### src/rtl/fft_pkg.sv
// Shared FFT helpers: lane count, base-4 digit count and base-4 digit reversal.
// Used by the output reorder buffer and available to the twiddle/stage units.
package fft_pkg;

    localparam int LANES = 4;

    // Number of base-4 digits needed to index n points (n a power of 4).
    function automatic int clog4(input int n);
        int c;
        int v;
        c = 0;
        v = n;
        while (v > 1) begin
            v = v / 4;
            c = c + 1;
        end
        return c;
    endfunction

    // Reverse the d low base-4 digits of idx.
    function automatic int unsigned digit_rev4(input int unsigned idx, input int d);
        int unsigned r;
        int unsigned v;
        r = 0;
        v = idx;
        for (int i = 0; i < d; i++) begin
            r = (r << 2) | (v & 32'd3);
            v = v >> 2;
        end
        return r;
    endfunction

endpackage

### src/rtl/fft_output_reorder_if.sv
// 4-lane complex beat bus between the last SDF stage, the reorder buffer and the consumer.
// slave is the reorder buffer's view; master is the surrounding environment's view.
interface fft_output_reorder_if #(
    parameter int WIDTH = 32
);
    logic             input_en;
    logic [WIDTH-1:0] input_real_0;
    logic [WIDTH-1:0] input_real_1;
    logic [WIDTH-1:0] input_real_2;
    logic [WIDTH-1:0] input_real_3;
    logic [WIDTH-1:0] input_imag_0;
    logic [WIDTH-1:0] input_imag_1;
    logic [WIDTH-1:0] input_imag_2;
    logic [WIDTH-1:0] input_imag_3;

    logic             output_en;
    logic             output_last;
    logic [WIDTH-1:0] output_real_0;
    logic [WIDTH-1:0] output_real_1;
    logic [WIDTH-1:0] output_real_2;
    logic [WIDTH-1:0] output_real_3;
    logic [WIDTH-1:0] output_imag_0;
    logic [WIDTH-1:0] output_imag_1;
    logic [WIDTH-1:0] output_imag_2;
    logic [WIDTH-1:0] output_imag_3;

    modport slave (
        input  input_en,
        input  input_real_0, input_real_1, input_real_2, input_real_3,
        input  input_imag_0, input_imag_1, input_imag_2, input_imag_3,
        output output_en, output_last,
        output output_real_0, output_real_1, output_real_2, output_real_3,
        output output_imag_0, output_imag_1, output_imag_2, output_imag_3
    );

    modport master (
        output input_en,
        output input_real_0, input_real_1, input_real_2, input_real_3,
        output input_imag_0, input_imag_1, input_imag_2, input_imag_3,
        input  output_en, output_last,
        input  output_real_0, output_real_1, output_real_2, output_real_3,
        input  output_imag_0, output_imag_1, output_imag_2, output_imag_3
    );

endinterface

### src/rtl/reorder_bank.sv
// One frame of complex samples: a 4-wide write at linear address 4*beat+lane, four async reads.
// Storage is deliberately unreset; its contents only matter once a full frame has been written.
module reorder_bank
    import fft_pkg::*;
#(
    parameter int WIDTH = 32,
    parameter int N     = 16,
    localparam int AW   = $clog2(N),
    localparam int BW   = AW - 2
) (
    input  logic             clock,
    input  logic             wr_en,
    input  logic [BW-1:0]    wr_beat,
    input  logic [WIDTH-1:0] wr_real [LANES],
    input  logic [WIDTH-1:0] wr_imag [LANES],
    input  logic [AW-1:0]    rd_addr [LANES],
    output logic [WIDTH-1:0] rd_real [LANES],
    output logic [WIDTH-1:0] rd_imag [LANES]
);

    logic [WIDTH-1:0] mem_real [N];
    logic [WIDTH-1:0] mem_imag [N];

    always_ff @(posedge clock) begin
        if (wr_en) begin
            for (int j = 0; j < LANES; j++) begin
                mem_real[{wr_beat, 2'(j)}] <= wr_real[j];
                mem_imag[{wr_beat, 2'(j)}] <= wr_imag[j];
            end
        end
    end

    always_comb begin
        for (int j = 0; j < LANES; j++) begin
            rd_real[j] = mem_real[rd_addr[j]];
            rd_imag[j] = mem_imag[rd_addr[j]];
        end
    end

endmodule

### src/rtl/fft_output_reorder.sv
// Ping-pong frame buffer turning base-4 digit-reversed 4-lane FFT output into natural order.
// Readout starts one edge after the last input beat and drains B beats with no backpressure.
module fft_output_reorder
    import fft_pkg::*;
#(
    parameter int WIDTH          = 32,
    parameter int Num_of_samples = 16
) (
    input logic               clock,
    input logic               reset,
    fft_output_reorder_if.slave bus
);

    localparam int D  = clog4(Num_of_samples);
    localparam int B  = Num_of_samples / 4;
    localparam int CW = $clog2(B);
    localparam int AW = $clog2(Num_of_samples);

    generate
        if (Num_of_samples < 16 || (4 ** D) != Num_of_samples) begin : g_bad_size
            $error("fft_output_reorder: Num_of_samples must be a power of 4, at least 16");
        end
    endgenerate

    logic [CW-1:0]    wr_cnt;
    logic [CW-1:0]    rd_cnt;
    logic             wr_bank;
    logic             read_active;
    logic             frame_done;

    logic [WIDTH-1:0] in_real  [LANES];
    logic [WIDTH-1:0] in_imag  [LANES];
    logic [AW-1:0]    rd_addr  [LANES];
    logic [WIDTH-1:0] b0_real  [LANES];
    logic [WIDTH-1:0] b0_imag  [LANES];
    logic [WIDTH-1:0] b1_real  [LANES];
    logic [WIDTH-1:0] b1_imag  [LANES];
    logic [WIDTH-1:0] sel_real [LANES];
    logic [WIDTH-1:0] sel_imag [LANES];

    assign frame_done = bus.input_en && (wr_cnt == CW'(B - 1));

    always_comb begin
        in_real[0] = bus.input_real_0;
        in_real[1] = bus.input_real_1;
        in_real[2] = bus.input_real_2;
        in_real[3] = bus.input_real_3;
        in_imag[0] = bus.input_imag_0;
        in_imag[1] = bus.input_imag_1;
        in_imag[2] = bus.input_imag_2;
        in_imag[3] = bus.input_imag_3;
    end

    // The read bank is always the one not being written.
    always_comb begin
        for (int j = 0; j < LANES; j++) begin
            rd_addr[j]  = AW'(digit_rev4(32'({rd_cnt, 2'(j)}), D));
            sel_real[j] = wr_bank ? b0_real[j] : b1_real[j];
            sel_imag[j] = wr_bank ? b0_imag[j] : b1_imag[j];
        end
    end

    reorder_bank #(.WIDTH(WIDTH), .N(Num_of_samples)) u_bank0 (
        .clock   (clock),
        .wr_en   (bus.input_en && !wr_bank),
        .wr_beat (wr_cnt),
        .wr_real (in_real),
        .wr_imag (in_imag),
        .rd_addr (rd_addr),
        .rd_real (b0_real),
        .rd_imag (b0_imag)
    );

    reorder_bank #(.WIDTH(WIDTH), .N(Num_of_samples)) u_bank1 (
        .clock   (clock),
        .wr_en   (bus.input_en && wr_bank),
        .wr_beat (wr_cnt),
        .wr_real (in_real),
        .wr_imag (in_imag),
        .rd_addr (rd_addr),
        .rd_real (b1_real),
        .rd_imag (b1_imag)
    );

    always_ff @(posedge clock or posedge reset) begin
        if (reset) begin
            wr_cnt            <= '0;
            rd_cnt            <= '0;
            wr_bank           <= 1'b0;
            read_active       <= 1'b0;
            bus.output_en     <= 1'b0;
            bus.output_last   <= 1'b0;
            bus.output_real_0 <= '0;
            bus.output_real_1 <= '0;
            bus.output_real_2 <= '0;
            bus.output_real_3 <= '0;
            bus.output_imag_0 <= '0;
            bus.output_imag_1 <= '0;
            bus.output_imag_2 <= '0;
            bus.output_imag_3 <= '0;
        end else begin
            if (bus.input_en) begin
                wr_cnt <= wr_cnt + CW'(1);
                if (frame_done) begin
                    wr_bank <= ~wr_bank;
                end
            end

            // A completed frame can only coincide with the final read beat, so it simply restarts the read.
            if (frame_done) begin
                read_active <= 1'b1;
                rd_cnt      <= '0;
            end else if (read_active) begin
                rd_cnt <= rd_cnt + CW'(1);
                if (rd_cnt == CW'(B - 1)) begin
                    read_active <= 1'b0;
                end
            end

            bus.output_en   <= read_active;
            bus.output_last <= read_active && (rd_cnt == CW'(B - 1));
            if (read_active) begin
                bus.output_real_0 <= sel_real[0];
                bus.output_real_1 <= sel_real[1];
                bus.output_real_2 <= sel_real[2];
                bus.output_real_3 <= sel_real[3];
                bus.output_imag_0 <= sel_imag[0];
                bus.output_imag_1 <= sel_imag[1];
                bus.output_imag_2 <= sel_imag[2];
                bus.output_imag_3 <= sel_imag[3];
            end
        end
    end

endmodule

### src/flat_wrapper.sv
// flat-port wrapper written by rule: the top's interface ports become plain ports
module fft_output_reorder_flat import fft_pkg::*;
#(
    parameter int WIDTH          = 32,
    parameter int Num_of_samples = 16
)
  (clock, reset, bus_input_en, bus_input_real_0, bus_input_real_1, bus_input_real_2, bus_input_real_3, bus_input_imag_0, bus_input_imag_1, bus_input_imag_2, bus_input_imag_3, bus_output_en, bus_output_last, bus_output_real_0, bus_output_real_1, bus_output_real_2, bus_output_real_3, bus_output_imag_0, bus_output_imag_1, bus_output_imag_2, bus_output_imag_3);
  fft_output_reorder_if #(.WIDTH(WIDTH)) bus_i ();
  input logic clock;
  input logic reset;
  input wire logic [$bits(bus_i.input_en)-1:0] bus_input_en;
  input wire logic [$bits(bus_i.input_real_0)-1:0] bus_input_real_0;
  input wire logic [$bits(bus_i.input_real_1)-1:0] bus_input_real_1;
  input wire logic [$bits(bus_i.input_real_2)-1:0] bus_input_real_2;
  input wire logic [$bits(bus_i.input_real_3)-1:0] bus_input_real_3;
  input wire logic [$bits(bus_i.input_imag_0)-1:0] bus_input_imag_0;
  input wire logic [$bits(bus_i.input_imag_1)-1:0] bus_input_imag_1;
  input wire logic [$bits(bus_i.input_imag_2)-1:0] bus_input_imag_2;
  input wire logic [$bits(bus_i.input_imag_3)-1:0] bus_input_imag_3;
  output wire logic [$bits(bus_i.output_en)-1:0] bus_output_en;
  output wire logic [$bits(bus_i.output_last)-1:0] bus_output_last;
  output wire logic [$bits(bus_i.output_real_0)-1:0] bus_output_real_0;
  output wire logic [$bits(bus_i.output_real_1)-1:0] bus_output_real_1;
  output wire logic [$bits(bus_i.output_real_2)-1:0] bus_output_real_2;
  output wire logic [$bits(bus_i.output_real_3)-1:0] bus_output_real_3;
  output wire logic [$bits(bus_i.output_imag_0)-1:0] bus_output_imag_0;
  output wire logic [$bits(bus_i.output_imag_1)-1:0] bus_output_imag_1;
  output wire logic [$bits(bus_i.output_imag_2)-1:0] bus_output_imag_2;
  output wire logic [$bits(bus_i.output_imag_3)-1:0] bus_output_imag_3;
  assign bus_i.input_en = bus_input_en;
  assign bus_i.input_real_0 = bus_input_real_0;
  assign bus_i.input_real_1 = bus_input_real_1;
  assign bus_i.input_real_2 = bus_input_real_2;
  assign bus_i.input_real_3 = bus_input_real_3;
  assign bus_i.input_imag_0 = bus_input_imag_0;
  assign bus_i.input_imag_1 = bus_input_imag_1;
  assign bus_i.input_imag_2 = bus_input_imag_2;
  assign bus_i.input_imag_3 = bus_input_imag_3;
  assign bus_output_en = bus_i.output_en;
  assign bus_output_last = bus_i.output_last;
  assign bus_output_real_0 = bus_i.output_real_0;
  assign bus_output_real_1 = bus_i.output_real_1;
  assign bus_output_real_2 = bus_i.output_real_2;
  assign bus_output_real_3 = bus_i.output_real_3;
  assign bus_output_imag_0 = bus_i.output_imag_0;
  assign bus_output_imag_1 = bus_i.output_imag_1;
  assign bus_output_imag_2 = bus_i.output_imag_2;
  assign bus_output_imag_3 = bus_i.output_imag_3;
  fft_output_reorder #(.WIDTH(WIDTH), .Num_of_samples(Num_of_samples)) u_core (.clock(clock), .reset(reset), .bus(bus_i));
endmodule
### config.mk
export PLATFORM = sky130hd
export DESIGN_NAME = fft_output_reorder_flat
export DESIGN_NICKNAME = d
export VERILOG_FILES = /design/src/rtl/fft_pkg.sv /design/src/rtl/fft_output_reorder_if.sv /design/src/rtl/reorder_bank.sv /design/src/rtl/fft_output_reorder.sv /design/src/flat_wrapper.sv
export SDC_FILE = /design/constraint.sdc
export NUM_CORES = 2
export LEC_CHECK = 0
export BUFFER_PORTS_ARGS = -buffer_cell sky130_fd_sc_hd__buf_2
export CAP_MARGIN = 15
export CORE_ASPECT_RATIO = 0.6
export CORE_MARGIN = 2
export CORE_UTILIZATION = 45
export CTS_BUF_LIST = sky130_fd_sc_hd__clkbuf_16
export DETAILED_ROUTE_END_ITERATION = 12
export MAX_ROUTING_LAYER = met4
export PLACE_DENSITY = 0.67
export SYNTH_ARGS = -nofsm -noshare
export SYNTH_HDL_FRONTEND = slang
export SYNTH_SLANG_ARGS = --single-unit
### constraint.sdc
create_clock -name clock -period 14.1 [get_ports clock]
set_input_delay 1.41 -clock clock [delete_from_list [all_inputs] [get_ports clock]]
set_output_delay 1.41 -clock clock [all_outputs]
set_load 0.02 [all_outputs]
Yosys cells after proc, flatten, opt, wreduce, memory -nomap -nowiden
Memory sizes are Yosys's and may differ from the RTL's.
Cells that the tools add are included.
W data, S select, Z words.
- word-level logic and storage cells: 47
- memories kept: 4
- memory bits (writable): 2048
- output and inout port bits: 258
- flip-flop bits (word level): 264
- input bits: 259
- eq/ne operators: 2
- bitwise logic cells: 1
- reduce and logical (&&, ||, !) cells: 7
- $add $sub $neg: 2
- mux-type cells: 17
- memory list (memory ; depth ; bits a word ; rd ports ; clocked after Yosys merged registers in ; wr ports ; line ; source):
    u_core.u_bank0.mem_imag ; 16 ; 32 ; 4 ; 0 ; 4 ; reorder_bank.sv:22 ; logic [WIDTH-1:0] mem_imag [N];
    u_core.u_bank0.mem_real ; 16 ; 32 ; 4 ; 0 ; 4 ; reorder_bank.sv:21 ; logic [WIDTH-1:0] mem_real [N];
    u_core.u_bank1.mem_imag ; 16 ; 32 ; 4 ; 0 ; 4 ; reorder_bank.sv:22 ;
    u_core.u_bank1.mem_real ; 16 ; 32 ; 4 ; 0 ; 4 ; reorder_bank.sv:21 ;
- operators by type and width (kind ; count):
    $mux W32 ; 8
    $mux W1 ; 7
    $add A2 B1 Y2 const B ; 2
    $eq A2 B2 Y1 const B ; 2
    $logic_and A1 B1 Y1 ; 4
    $mux W2 ; 2
    $reduce_and A2 Y1 ; 1
    $reduce_bool A2 Y1 ; 1
    $logic_not A1 Y1 ; 1
    $not A1 Y1 ; 1

Longest topological paths before layout
- word-level depth: 4
- depth in mapped cells: 7
- gate-level depth less buffers: 4

Hierarchy
From an unflattened synthesis, not the netlist that was laid out.
- cell total of the unflattened synthesis: 7482
- area total of the unflattened synthesis: 133176.5 sq um
- by module, submodules not included (module ; area each (sq um) ; cells each ; seq. area each (sq um) ; times used):
    reorder_bank ; 60493.0 ; 3173 ; 30749.5 ; 2
    fft_output_reorder ; 12190.4 ; 1136 ; 6606.3 ; 1

Worst setup path before layout
No wires, ideal clock.
- kind: input to register
- start: input bus_input_en
- end: memory u_core.u_bank0.mem_imag[0][0] (enable)
- slack: 0.894 ns
- stages: 3
- data required time: 13.224 ns
- data arrival time: 12.330 ns
- path buffers: 1
- library setup time: 0.876 ns
- cell sequence: clkbuf_1 -> nand2_1 -> nor2_1
- RTL lines (what ; line ; source):
    from (decl) ; flat_wrapper.sv:11 ; input wire logic [$bits(bus_i.input_en)-1:0] bus_input_en;
    to (decl) ; reorder_bank.sv:22 ;

==> results.yml <==
sta:
  hold_viol_final: 0
  worst_pin_slew_ns: 1.38
  whs_ns: 0.481
  fin_ws_ns: 9.64
  finalCritPeriodShare: 0.316
  final.min_clock_period_ns: 4.46
  setup_viol: 0
  fmax_ghz: 0.224
  slew_headroom: 0.0813
  report.final.slew_viol_count: 0
  rsz0062_at_grt: "false"
  finClkSkew_ns: 0.0579
  finalSetupTns_ns: 0
grt:
  first_global_vias: 45100
  grt_pass1_wl_um: 316000
  track_usage: 0.221
  antenna_found_initial: 28
  grt_max_degree: 161
  grt_overflow: 0
placed_design:
  gp_congestion: 0.773
  placed_cell_area_um2: 92800
  dp_hpwl_um: 121000
  pre_cts_slack_ns: 9.60
  port_buffers: 516
cts:
  cts_post_setup_buffers_inserted: 0
  cts.clk_slew.worst_paths_ns: 0.07
  cts_tree: "done"
  cts_made_buffers: 210
  clock_path_buffers: 4
  htree_levels: 4
  cts_repair_resize_count: 0
  cts.hold.buffers_added: 0
  cts_root_buf: "clkbuf_16"
  cts_sinks: 2312
  clk_latency_ns: 0.85
worst_setup_path:
  startpoint_type: "flop"
  crit_arrival_ns: 4.89
  crit_slowest_cell: "and3_4"
  crit_family: "buffers and inverters"
  path_max_fanout: 64
  worstPathRequired_ns: 14.53
  rrSetupSlack_ns: 9.64
  path_common_cell: "buf_4"
  crit_chain: "buf_4 -> buf_4 -> and3_4 -> buf_4"
  worst-path-buf-inv: 3
  cpPeakStageDelay_ns: 1.00
  path_class: "flop to flop"
  end_kind: "flop"
layout:
  final_cell_mix: "2048 x edfxtp_1, 706 x mux2i_1, 516 x buf_2"
  drive_above_1_share: 0.214
  finalNetCount: 5431
  fin_util: 0.514
  fillers: 15500
  area_delta_synth_final_pct: 13.5
  final_area_um2: 99600
  final_common_cell: "edfxtp_1"
logic_synthesis:
  yosysSeqAreaShare: 0.777
  synth_area_um2: 87700
  syn_nets: 4929
  yosysTopAreaCellShare: 0.701
  yosysWarnings: 0
  post-synth-top-area-cell: "edfxtp_1"
  syn_area_per_cell_um2: 18.8
  synthDistinctLibCells: 35
  synth_cells: 4664
  synth-seq-cells: 2312
  synth_area_leaders: "edfxtp_1 70%, mux2i_1 8.1%, dfrtp_1 7.5%, mux2_2 2.5%, mux4_2 1.6%"
power_and_ir_drop:
  ir_worst_vdd_v: 0.000223
  sequentialPowerShare: 0.439
  p_sw_mw: 7.20
  combPwrFrac: 0.301
  p_leak_nw: 35.2
  cellPowerDensity_nw_per_um2: 216
  p_int_mw: 14.3
  p_clk_frac: 0.260
  p_sw_frac: 0.335
route:
  wl_per_cell_um: 27.3
  firstDrtPassIters: 5
  vias: 45500
  drt-total-wl_um: 217000
  ant_nets: 0
  drc: 0
  drt_iter0_markers: 4492
  vias_per_cell: 5.71
run:
  cap_violations: 0
die:
  fp.dieH_um: 346
  die_w_um: 574
  placementRows: 125
  core_area_um2: 194000
  io_pins: 517
  dieArea_um2: 199000
  initial_core_util: 0.453
outcome:
  status: "complete, no violations"
hold_path:
  hold_class: "flop to flop"
-- flip-flops by register name (all words and copies together), names as in the netlist, 2 cells and up --
name / flops
u_core.u_bank0.mem_imag: 512
u_core.rd_cnt: 2
u_core.bus.output_real_0: 32
u_core.wr_cnt: 2
u_core.u_bank1.mem_imag: 512
u_core.bus.output_real_3: 32
u_core.bus.output_imag_0: 32
u_core.bus.output_imag_1: 32
u_core.u_bank1.mem_real: 512
u_core.bus.output_imag_2: 32
u_core.bus.output_real_1: 32
u_core.u_bank0.mem_real: 512
u_core.bus.output_imag_3: 32
u_core.bus.output_real_2: 32
-- power groups by stage --
| stage | Clock, mW | Combinational [mW] | Sequential [mW] |
|---|---|---|---|
| finish | 5.60 | 6.46 | 9.43 |
| global route | 5.98 | 6.90 | 9.53 |
| global placement | 0 | 6.42 | 9.53 |
| floorplan | 0 | 4.04 | 9.96 |
| CTS | 5.70 | 6.53 | 9.44 |
| detailed placement | 0 | 6.50 | 9.57 |
-- path summary, 6_finish.rpt --
check                           cells after the start                                startpoint                                        to
worst max-delay path                                4                u_core.wr_bank$_DFFE_PP0P_  u_core.u_bank1.mem_imag[0][22]$_DFFE_PP_
worst max register to register                      4                u_core.wr_bank$_DFFE_PP0P_  u_core.u_bank1.mem_imag[0][22]$_DFFE_PP_
max in group asynchronous                           4                                     reset  u_core.bus.output_real_2[23]$_DFFE_PP0P_
worst min-delay path                                2  u_core.bus.output_imag_1[31]$_DFFE_PP0P_  u_core.bus.output_imag_1[31]$_DFFE_PP0P_
min in group asynchronous                           2                                     reset   u_core.bus.output_imag_2[5]$_DFFE_PP0P_
worst min register to register                      2  u_core.bus.output_imag_1[31]$_DFFE_PP0P_  u_core.bus.output_imag_1[31]$_DFFE_PP0P_
-- cell families after synthesis --
group / after synthesis / synth area share
xor+xnor: 2 / 0.000200
fa+ha+maj: 6 / 0.000856
buf+inv: 294 / 0.0170
flops: 2312 / 0.777
simple gates: 471 / 0.0264
mux: 964 / 0.122
compound gates: 615 / 0.0574
-- synth_stat cells --
library cell	instances
o31ai_2	5
o31ai_1	93
xnor2_1	1
inv_2	1
dfrtp_1	264
inv_1	3
and2_1	4
nor2b_1	162
buf_8	3
nand2_1	200
a21oi_1	1
and3_1	4
o2bb2ai_1	1
mux2i_1	706
o21ai_0	2
clkbuf_1	122
nor2_1	2
nand2b_1	1
mux2_2	197
o22a_1	61
buf_4	38
buf_2	94
a22o_1	99
edfxtp_1	2048
xor2_1	1
buf_1	20
a41o_1	97
ha_1	6
o221ai_1	61
buf_6	13
a22oi_1	97
mux4_2	61
nand3_1	97
o22ai_1	98
nor2_2	1
-- routing by layer --
layer	vias to the layer above	track usage	wire length (um)
li1	19700	-	-
met1	23700	0.320	97200
met2	1744	0.323	98600
met3	294	0.0433	16700
met4	0	0.0547	4680
met5	-	-	0
-- metrics by stage --
step / power (mW) / std cells
2_1_floorplan: 14.0 / 4664
3_3_place_gp: 16.0 / 7557
3_5_place_dp: 16.1 / 7557
4_1_cts: 21.7 / 7942
5_1_grt: 22.4 / 7962
6_report: 21.5 / 7966
-- worst register-to-register path: cells and delay by family (launching register included) --
family | cells | cell delay [ns]
buffers and inverters | 3 | 2.11
flip-flops | 1 | 0.76
AND/OR/NAND/NOR | 1 | 1.10
-- layout make-up --
| type | instances | area [um2] | share of cell area |
|---|---|---|---|
| timing repair buffer | 580 | 3230 | 0.0324 |
| clock inverter | 174 | 1410 | 0.0142 |
| inverter | 4 | 30.0 | 0.000302 |
| sequential | 2312 | 68100 | 0.684 |
| clock buffer | 211 | 5280 | 0.0530 |
| multi-input combinational | 2058 | 18200 | 0.183 |
| tap | 2603 | 3260 | 0.0327 |
| antenna | 24 | 60.1 | 0.000603 |
Power figures use the tool's default switching activity.
